[src/rtl/axi_stream_dw_pkg.sv]
`default_nettype none
// +------------------------------------------------------------------------+
// | Module : axi_stream_dw_pkg                                             |
// | Brief  : Shared types for the AXI-Stream data-width converters: the    |
// |          Fill/Full state enum, default 8->32 port structs and a helper |
// |          that computes the lane ratio.                                 |
// | Rev    : 1.0  initial release                                          |
// +------------------------------------------------------------------------+
package axi_stream_dw_pkg;

  // Word-assembly state; the encoding equals the output-valid flag.
  typedef enum logic [0:0] {
    DW_FILL = 1'b0,
    DW_FULL = 1'b1
  } dw_state_e;

  // Default payload geometry: 8-bit narrow side, 4 lanes, 1-bit side bands.
  localparam int unsigned C_DEF_W_IN  = 8;
  localparam int unsigned C_DEF_LANES = 4;

  typedef struct packed {
    logic [C_DEF_W_IN-1:0]    data;
    logic [C_DEF_W_IN/8-1:0]  strb;
    logic [C_DEF_W_IN/8-1:0]  keep;
    logic                     last;
    logic [0:0]               id;
    logic [0:0]               dest;
    logic [0:0]               user;
  } axis_narrow_t;

  typedef struct packed {
    axis_narrow_t t;
    logic         tvalid;
  } axis_narrow_req_t;

  typedef struct packed {
    logic [C_DEF_LANES*C_DEF_W_IN-1:0]   data;
    logic [C_DEF_LANES*C_DEF_W_IN/8-1:0] strb;
    logic [C_DEF_LANES*C_DEF_W_IN/8-1:0] keep;
    logic                                last;
    logic [0:0]                          id;
    logic [0:0]                          dest;
    logic [C_DEF_LANES-1:0]              user;
  } axis_wide_t;

  typedef struct packed {
    axis_wide_t t;
    logic       tvalid;
  } axis_wide_req_t;

  typedef struct packed {
    logic tready;
  } axis_rsp_t;

  // Number of narrow lanes in one wide word.
  function automatic int unsigned dw_ratio(input int unsigned w_narrow, input int unsigned w_wide);
    return w_wide / w_narrow;
  endfunction

endpackage
`default_nettype wire

[src/rtl/axi_stream_dw_lane_buf.sv]
`default_nettype none
// +------------------------------------------------------------------------+
// | Module : axi_stream_dw_lane_buf                                        |
// | Brief  : N-lane word buffer. One lane is written per beat; a clear     |
// |          wipes every lane except one written in the same cycle.        |
// | Rev    : 1.0  initial release                                          |
// +------------------------------------------------------------------------+
module axi_stream_dw_lane_buf #(
  parameter int unsigned LaneWidth = 10,
  parameter int unsigned NumLanes  = 4,
  localparam int unsigned C_IDX_W  = $clog2(NumLanes)
) (
  input  logic                          clk_i,
  input  logic                          rst_ni,
  input  logic                          clear_i,
  input  logic                          wr_en_i,
  input  logic [C_IDX_W-1:0]            wr_lane_i,
  input  logic [LaneWidth-1:0]          wr_data_i,
  output logic [NumLanes*LaneWidth-1:0] buf_o
);

  for (genvar k = 0; k < NumLanes; k++) begin : g_lane
    logic [LaneWidth-1:0] r_lane;

    // Write beats win over the clear so a new word can start in lane 0 while the old one leaves.
    always_ff @(posedge clk_i or negedge rst_ni) begin
      if (!rst_ni) begin
        r_lane <= '0;
      end else if (wr_en_i && (wr_lane_i == C_IDX_W'(k))) begin
        r_lane <= wr_data_i;
      end else if (clear_i) begin
        r_lane <= '0;
      end
    end

    assign buf_o[k*LaneWidth +: LaneWidth] = r_lane;
  end

endmodule
`default_nettype wire

[src/rtl/axi_stream_dw_upsizer_flex.sv]
`default_nettype none
// +------------------------------------------------------------------------+
// | Module : axi_stream_dw_upsizer_flex                                    |
// | Brief  : AXI-Stream width upsizer. Packs N narrow beats (first beat in |
// |          the LSBs) into one wide word; tlast or a route change closes  |
// |          a short word with its unused lanes zeroed.                    |
// | Rev    : 1.0  initial release                                          |
// +------------------------------------------------------------------------+
module axi_stream_dw_upsizer_flex
  import axi_stream_dw_pkg::*;
#(
  parameter int unsigned DataWidthIn        = 8,
  parameter int unsigned DataWidthOut       = 32,
  parameter int unsigned IdWidth            = 0,
  parameter int unsigned DestWidth          = 0,
  parameter int unsigned UserWidth          = 0,
  parameter bit          FlushOnRouteChange = 1'b1,
  parameter type axi_stream_in_req_t  = axis_narrow_req_t,
  parameter type axi_stream_in_rsp_t  = axis_rsp_t,
  parameter type axi_stream_out_req_t = axis_wide_req_t,
  parameter type axi_stream_out_rsp_t = axis_rsp_t
) (
  input  logic                clk_i,
  input  logic                rst_ni,
  input  axi_stream_in_req_t  in_req_i,
  output axi_stream_in_rsp_t  in_rsp_o,
  output axi_stream_out_req_t out_req_o,
  input  axi_stream_out_rsp_t out_rsp_i
);

  localparam int unsigned C_N      = dw_ratio(DataWidthIn, DataWidthOut);
  localparam int unsigned C_STRB_W = DataWidthIn / 8;
  // Zero-width side bands are carried as a single tied-off bit.
  localparam int unsigned C_ID_W   = (IdWidth   > 0) ? IdWidth   : 1;
  localparam int unsigned C_DEST_W = (DestWidth > 0) ? DestWidth : 1;
  localparam int unsigned C_USER_W = (UserWidth > 0) ? UserWidth : 1;
  localparam int unsigned C_LANE_W = DataWidthIn + 2 * C_STRB_W + C_USER_W;
  localparam int unsigned C_CNT_W  = $clog2(C_N);

`ifndef SYNTHESIS
  if (DataWidthIn % 8 != 0) begin : g_chk_in_bytes
    $error("DataWidthIn must be a multiple of 8");
  end
  if (DataWidthOut % DataWidthIn != 0) begin : g_chk_ratio
    $error("DataWidthOut must be an integer multiple of DataWidthIn");
  end
  if (C_N < 2) begin : g_chk_lanes
    $error("DataWidthOut/DataWidthIn must be at least 2");
  end
`endif

  dw_state_e            r_state;
  logic [C_CNT_W-1:0]   r_cnt;
  logic                 r_last;
  logic [C_ID_W-1:0]    r_id;
  logic [C_DEST_W-1:0]  r_dest;

  logic                        w_in_valid;
  logic                        w_in_ready;
  logic                        w_in_hs;
  logic                        w_out_hs;
  logic                        w_route_chg;
  logic                        w_word_end;
  logic [C_CNT_W-1:0]          w_wr_lane;
  logic [C_LANE_W-1:0]         w_beat;
  logic [C_N*C_LANE_W-1:0]     w_buf;
  logic [DataWidthOut-1:0]     w_out_data;
  logic [C_N*C_STRB_W-1:0]     w_out_strb;
  logic [C_N*C_STRB_W-1:0]     w_out_keep;
  logic [C_N*C_USER_W-1:0]     w_out_user;

  assign w_in_valid = in_req_i.tvalid;
  assign w_beat     = {in_req_i.t.user, in_req_i.t.keep, in_req_i.t.strb, in_req_i.t.data};
  assign w_word_end = in_req_i.t.last || (r_cnt == C_CNT_W'(C_N - 1));
  assign w_out_hs   = (r_state == DW_FULL) && out_rsp_i.tready;
  assign w_in_hs    = w_in_valid && w_in_ready;
  // While a word is pending the new beat always opens lane 0.
  assign w_wr_lane  = (r_state == DW_FULL) ? '0 : r_cnt;

  // Route change looks only at the payload so tready never depends on tvalid.
  always_comb begin
    w_route_chg = 1'b0;
    if (FlushOnRouteChange && (r_cnt != '0)) begin
      w_route_chg = ((IdWidth   > 0) && (in_req_i.t.id   != r_id)) ||
                    ((DestWidth > 0) && (in_req_i.t.dest != r_dest));
    end
  end

  // Narrow-side ready: open while filling, follows the wide side while a word waits.
  always_comb begin
    w_in_ready = 1'b1;
    case (r_state)
      DW_FILL: w_in_ready = !w_route_chg;
      DW_FULL: w_in_ready = out_rsp_i.tready;
      default: w_in_ready = 1'b0;
    endcase
  end

  // Fill/Full sequencing with lane counter and latched word attributes.
  always_ff @(posedge clk_i or negedge rst_ni) begin
    if (!rst_ni) begin
      r_state <= DW_FILL;
      r_cnt   <= '0;
      r_last  <= 1'b0;
      r_id    <= '0;
      r_dest  <= '0;
    end else begin
      case (r_state)
        DW_FILL: begin
          if (w_in_hs) begin
            r_last <= in_req_i.t.last;
            r_id   <= in_req_i.t.id;
            r_dest <= in_req_i.t.dest;
            if (w_word_end) begin
              r_state <= DW_FULL;
              r_cnt   <= '0;
            end else begin
              r_cnt <= r_cnt + 1'b1;
            end
          end else if (w_in_valid && w_route_chg) begin
            r_state <= DW_FULL;
            r_cnt   <= '0;
            r_last  <= 1'b0;
          end
        end
        DW_FULL: begin
          if (w_out_hs) begin
            if (w_in_valid) begin
              r_last <= in_req_i.t.last;
              r_id   <= in_req_i.t.id;
              r_dest <= in_req_i.t.dest;
              if (in_req_i.t.last) begin
                r_state <= DW_FULL;
                r_cnt   <= '0;
              end else begin
                r_state <= DW_FILL;
                r_cnt   <= C_CNT_W'(1);
              end
            end else begin
              r_state <= DW_FILL;
              r_cnt   <= '0;
            end
          end
        end
        default: begin
          r_state <= DW_FILL;
          r_cnt   <= '0;
        end
      endcase
    end
  end

  axi_stream_dw_lane_buf #(
    .LaneWidth (C_LANE_W),
    .NumLanes  (C_N)
  ) u_lane_buf (
    .clk_i     (clk_i),
    .rst_ni    (rst_ni),
    .clear_i   (w_out_hs),
    .wr_en_i   (w_in_hs),
    .wr_lane_i (w_wr_lane),
    .wr_data_i (w_beat),
    .buf_o     (w_buf)
  );

  for (genvar k = 0; k < C_N; k++) begin : g_unpack
    assign w_out_data[k*DataWidthIn +: DataWidthIn] = w_buf[k*C_LANE_W +: DataWidthIn];
    assign w_out_strb[k*C_STRB_W +: C_STRB_W]       = w_buf[k*C_LANE_W + DataWidthIn +: C_STRB_W];
    assign w_out_keep[k*C_STRB_W +: C_STRB_W]       = w_buf[k*C_LANE_W + DataWidthIn + C_STRB_W +: C_STRB_W];
    assign w_out_user[k*C_USER_W +: C_USER_W]       = w_buf[k*C_LANE_W + DataWidthIn + 2*C_STRB_W +: C_USER_W];
  end

  // Port structs assembled from the buffer and latched attributes.
  always_comb begin
    in_rsp_o          = '0;
    in_rsp_o.tready   = w_in_ready;
    out_req_o         = '0;
    out_req_o.tvalid  = (r_state == DW_FULL);
    out_req_o.t.data  = w_out_data;
    out_req_o.t.strb  = w_out_strb;
    out_req_o.t.keep  = w_out_keep;
    out_req_o.t.last  = r_last;
    out_req_o.t.id    = r_id;
    out_req_o.t.dest  = r_dest;
    out_req_o.t.user  = w_out_user;
  end

endmodule
`default_nettype wire

[config.mk]
export PLATFORM = sky130hd
export DESIGN_NAME = axi_stream_dw_upsizer_flex
export DESIGN_NICKNAME = d
export VERILOG_FILES = /design/src/rtl/axi_stream_dw_pkg.sv /design/src/rtl/axi_stream_dw_lane_buf.sv /design/src/rtl/axi_stream_dw_upsizer_flex.sv
export SDC_FILE = /design/constraint.sdc
export NUM_CORES = 1
export LEC_CHECK = 0
export CAP_MARGIN = 20
export CORE_AREA = 2 2 99 53
export CTS_CLUSTER_SIZE = 8
export DETAILED_ROUTE_END_ITERATION = 8
export DIE_AREA = 0 0 101 55
export PLACE_DENSITY = 0.78
export SYNTH_ARGS = -nofsm -noshare
export SYNTH_HDL_FRONTEND = slang
export SYNTH_SLANG_ARGS = --single-unit
[constraint.sdc]
create_clock -name clk_i -period 1.7 [get_ports clk_i]
set_input_delay 0.34 -clock clk_i [delete_from_list [all_inputs] [get_ports clk_i]]
set_output_delay 0.34 -clock clk_i [all_outputs]
set_load 0.03 [all_outputs]
==> results of run 1 <==
==> flip-flops by register name, indices dropped and copies added (netlist names) <==
signal and flops:
r_last 1, r_id 1, r_state 1, r_cnt 2, r_dest 1, u_lane_buf.g_lane.r_lane 44
==> cell families (layout without fill, tap and decap cells) <==
family | count (synthesis) | count (layout) | share of synthesized area (%)
AND/OR/NAND/NOR | 78 | 78 | 16.4
adder cells (fa/ha/maj) | 1 | 1 | 0.595
multiplexers | 3 | 3 | 1.61
flip-flops | 50 | 50 | 59.5
buffers and inverters | 18 | 83 | 6.19
AO/OA/AOI/OAI | 52 | 52 | 15.7
==> metrics by stage <==
| stage | setup WS [ns] | area (um^2) | hold slack, ns |
|---|---|---|---|
| 3_5_place_dp | -0.225 | 2790 | 0.298 |
| 6_report | 0.0252 | 2940 | 0.499 |
| 3_3_place_gp | -0.194 | 2790 | 0.292 |
| 2_1_floorplan | 0.281 | 2100 | 0.0444 |
| 5_1_grt | 0.00252 | 2940 | 0.530 |
| 4_1_cts | 0.00262 | 2870 | 0.516 |
==> where the power goes <==
part | internal, mW | total [mW] | switching, mW | leakage (nW)
sequential | 1.35 | 1.46 | 0.114 | 0.665
combinational | 0.365 | 0.930 | 0.565 | 0.991
clock | 0.328 | 0.722 | 0.394 | 0.0472
==> synthesized netlist by cell type (2+ instances only) <==
cell	n
nand2_1	69
dfrtp_1	50
o21ai_0	31
a22o_2	11
buf_2	8
buf_6	5
buf_4	4
o21ai_1	4
mux2_2	3
nor2b_1	2
==> routing by layer <==
metal  vias up  track usage (%)  routed length [um]
met5         -                0                   0
met4         0             4.73                  31
met3         7             5.65                 380
met2        63             28.8                2300
met1       834             33.8                2850
li1        802                -                   -
==> worst reg2reg max path: cells and delay by family, from the launching register on <==
| kind | cells | cell delay (ns) |
|---|---|---|
| and+or+nand+nor | 1 | 0.37 |
| DFF | 1 | 0.48 |
| AOI/OAI and AO/OA | 2 | 0.52 |
==> what timing repair did <==
item / in CTS / in global routing
gates resized for setup: 20 / 25
hold endpoints to repair: 16 / 0
hold buffers: 1 / 0
cloned: 0 / 0
endpoints found under the setup margin: 20 / 35
==> path summary, 6_finish.rpt <==
path,endpoint,cells past startpoint
setup / recovery,out_req_o[28],1
hold / removal,u_lane_buf.g_lane[1].r_lane[4]$_DFFE_PN0P_,2
setup reg to reg,u_lane_buf.g_lane[0].r_lane[3]$_DFFE_PN0P_,3
min in group clk_i,r_dest$_DFFE_PN0P_,1
hold reg to reg,r_dest$_DFFE_PN0P_,1
max in group asynchronous,u_lane_buf.g_lane[1].r_lane[2]$_DFFE_PN0P_,3
==> area by class of cell <==
cell class | count | area, um^2 | share of cell area (%)
flip-flops and latches | 50 | 1250 | 42.6
repair buffers | 74 | 788 | 26.8
multi-input cells | 134 | 724 | 24.7
clock buffers | 6 | 82.6 | 2.81
well taps | 60 | 75.1 | 2.56
clock inverters | 2 | 12.5 | 0.426
inverters | 1 | 3.75 | 0.128
==> results.md, run 1 <==
- Placed Instances: 318
- CTS tree: done
- Input/output buffers: 66
- Router iterations before antenna repair: 5
- Buf/Inv on CP: 1
- Endpoints failing setup: 0
- Max Fclk: 597 MHz
- Cell family with most CP delay: buffers and inverters
- Critical path arrival: approximately 1.3 ns
- Layout cells sized above 1: 14.2%
- EDFF count, synth: 0
- Syn Std Cell Area: 2100 um^2
- WP data required: around 1.4 ns
- Max-Cap Viols: 0
- Pwr Total: 3.11 mW
- Post-Route Utilization: 62.1%
- Clock Latency Late Sink: 0.30 ns
- Post-route ant nets: 0
- First-pass GRT wire length: 8610 um
- RSZ-0062 raised after global routing: false
- Most used flip-flop cell after synthesis: dfrtp_1
- R2r setup slk: about 0.28 ns
- CP Capture Type: output port
- Die Ht: between 50 and 60 um
- Min Clock Period, post-route: 1.67 ns
- Synth Net Count: 221
- Maximum number of pins on one net before global-route repair: 25
- Ys async rst share: 100%
- Critical-path cell list: clkdlybuf4s50_1
- Clock root buffer: clkbuf_8
- Starting Density: between 40 and 50%
- Die ar.: about 5600 um^2
- Slew at the pin closest to its max-slew limit: between 0.5 and 0.6 ns
- Clock slew at reported path FFs: 0.10 ns
- WL final: 5560 um
- Via count: 1706
- Fillcell total: 411
- Syn avg cell area: 10.4 um^2
- CP Max Fanout: 2
- Largest cells by area after synthesis: dfrtp_1 60%, nand2_1 12%, o21ai_0 7.4%, a22o_2 5.2%, buf_6 2.7%
- Leak pwr: 1.70 nW
- Diodes inserted: 0
- Residual DRC count: 0
- Ports: 67
- GR Overflow Total: 0
- Cells after synthesis: 202
- Most common cell after layout, fill and taps aside: nand2_1
- Number of global-route vias before repair: 1577
- Rows: 18
- Post-CTS setup buffers: 0
- Count of cell types in the netlist: 25
- Setup TNS: 0 ns
- GR Util All Layers: between 20% and 30%
- Most frequent cells in the layout: 69 x nand2_1, 50 x dfrtp_1, 31 x o21ai_0
- PwrDens: 1060 nW/um^2
- Period utilisation layout: a little over nine tenths
- Clock skew: 0.00695 ns
- Initial antenna violation count: 0
- CTS Buf Count: 5
- Hold Crit Class: input port to asynchronous set/reset pin
- H-tree Lvls: 2
- P&R area growth vs syn: 39.8%
- Critical Path Source Type: flip-flop
- FF-to-FF Start: r_cnt[0]$_DFFE_PN0P_
- Sink Count: 50
- Vias/cell: between 5 and 6
- Post-Layout Cell Count: 327
- Nets@finish: 285
- Seq/Total Area, Yosys: between 50% and 60%
- DRT iter0 DRCs: between 100 and 150
- Ys Warns: 0
- Core area: 4730 um^2
- Final Wtd Congestion: 0.779
- Die X: 101 um
- Worst Path Class, Setup: flip-flop to output port
- Largest area contributor in the netlist: dfrtp_1
- Crit path max-delay cell type: clkdlybuf4s50_1
- Number of synthesized register bits: 50
- Top-area cell type share of the netlist area: 59.5%
- Routed length per instance: 17.0 um
- Clock buffer depth: 2
- Status: complete, no violations
- Final Max Tran Viols: 0
- Dpl hpwl: 3910 um
- VDD IR-drop max: between 400 and 500 uV
- Final Hold Vio Count: 0
- Worst setup startpoint: u_lane_buf.g_lane[1].r_lane[4]$_DFFE_PN0P_
- Slew headroom: 66.3%
- Slowest Stage Delay on Critical Path: 0.67 ns
Power figures use the tool's default switching activity.
==> run 2, diff against run 1 <==
--- a/config.mk
+++ b/config.mk
@@ -10,6 +10,7 @@
 export CTS_CLUSTER_SIZE = 8
 export DETAILED_ROUTE_END_ITERATION = 8
 export DIE_AREA = 0 0 101 55
+export GPL_ROUTABILITY_DRIVEN = 0
 export PLACE_DENSITY = 0.78
 export SYNTH_ARGS = -nofsm -noshare
 export SYNTH_HDL_FRONTEND = slang
==> results of run 2 <==
No change in the layout: final DEF, timing and power equal those of run 1.
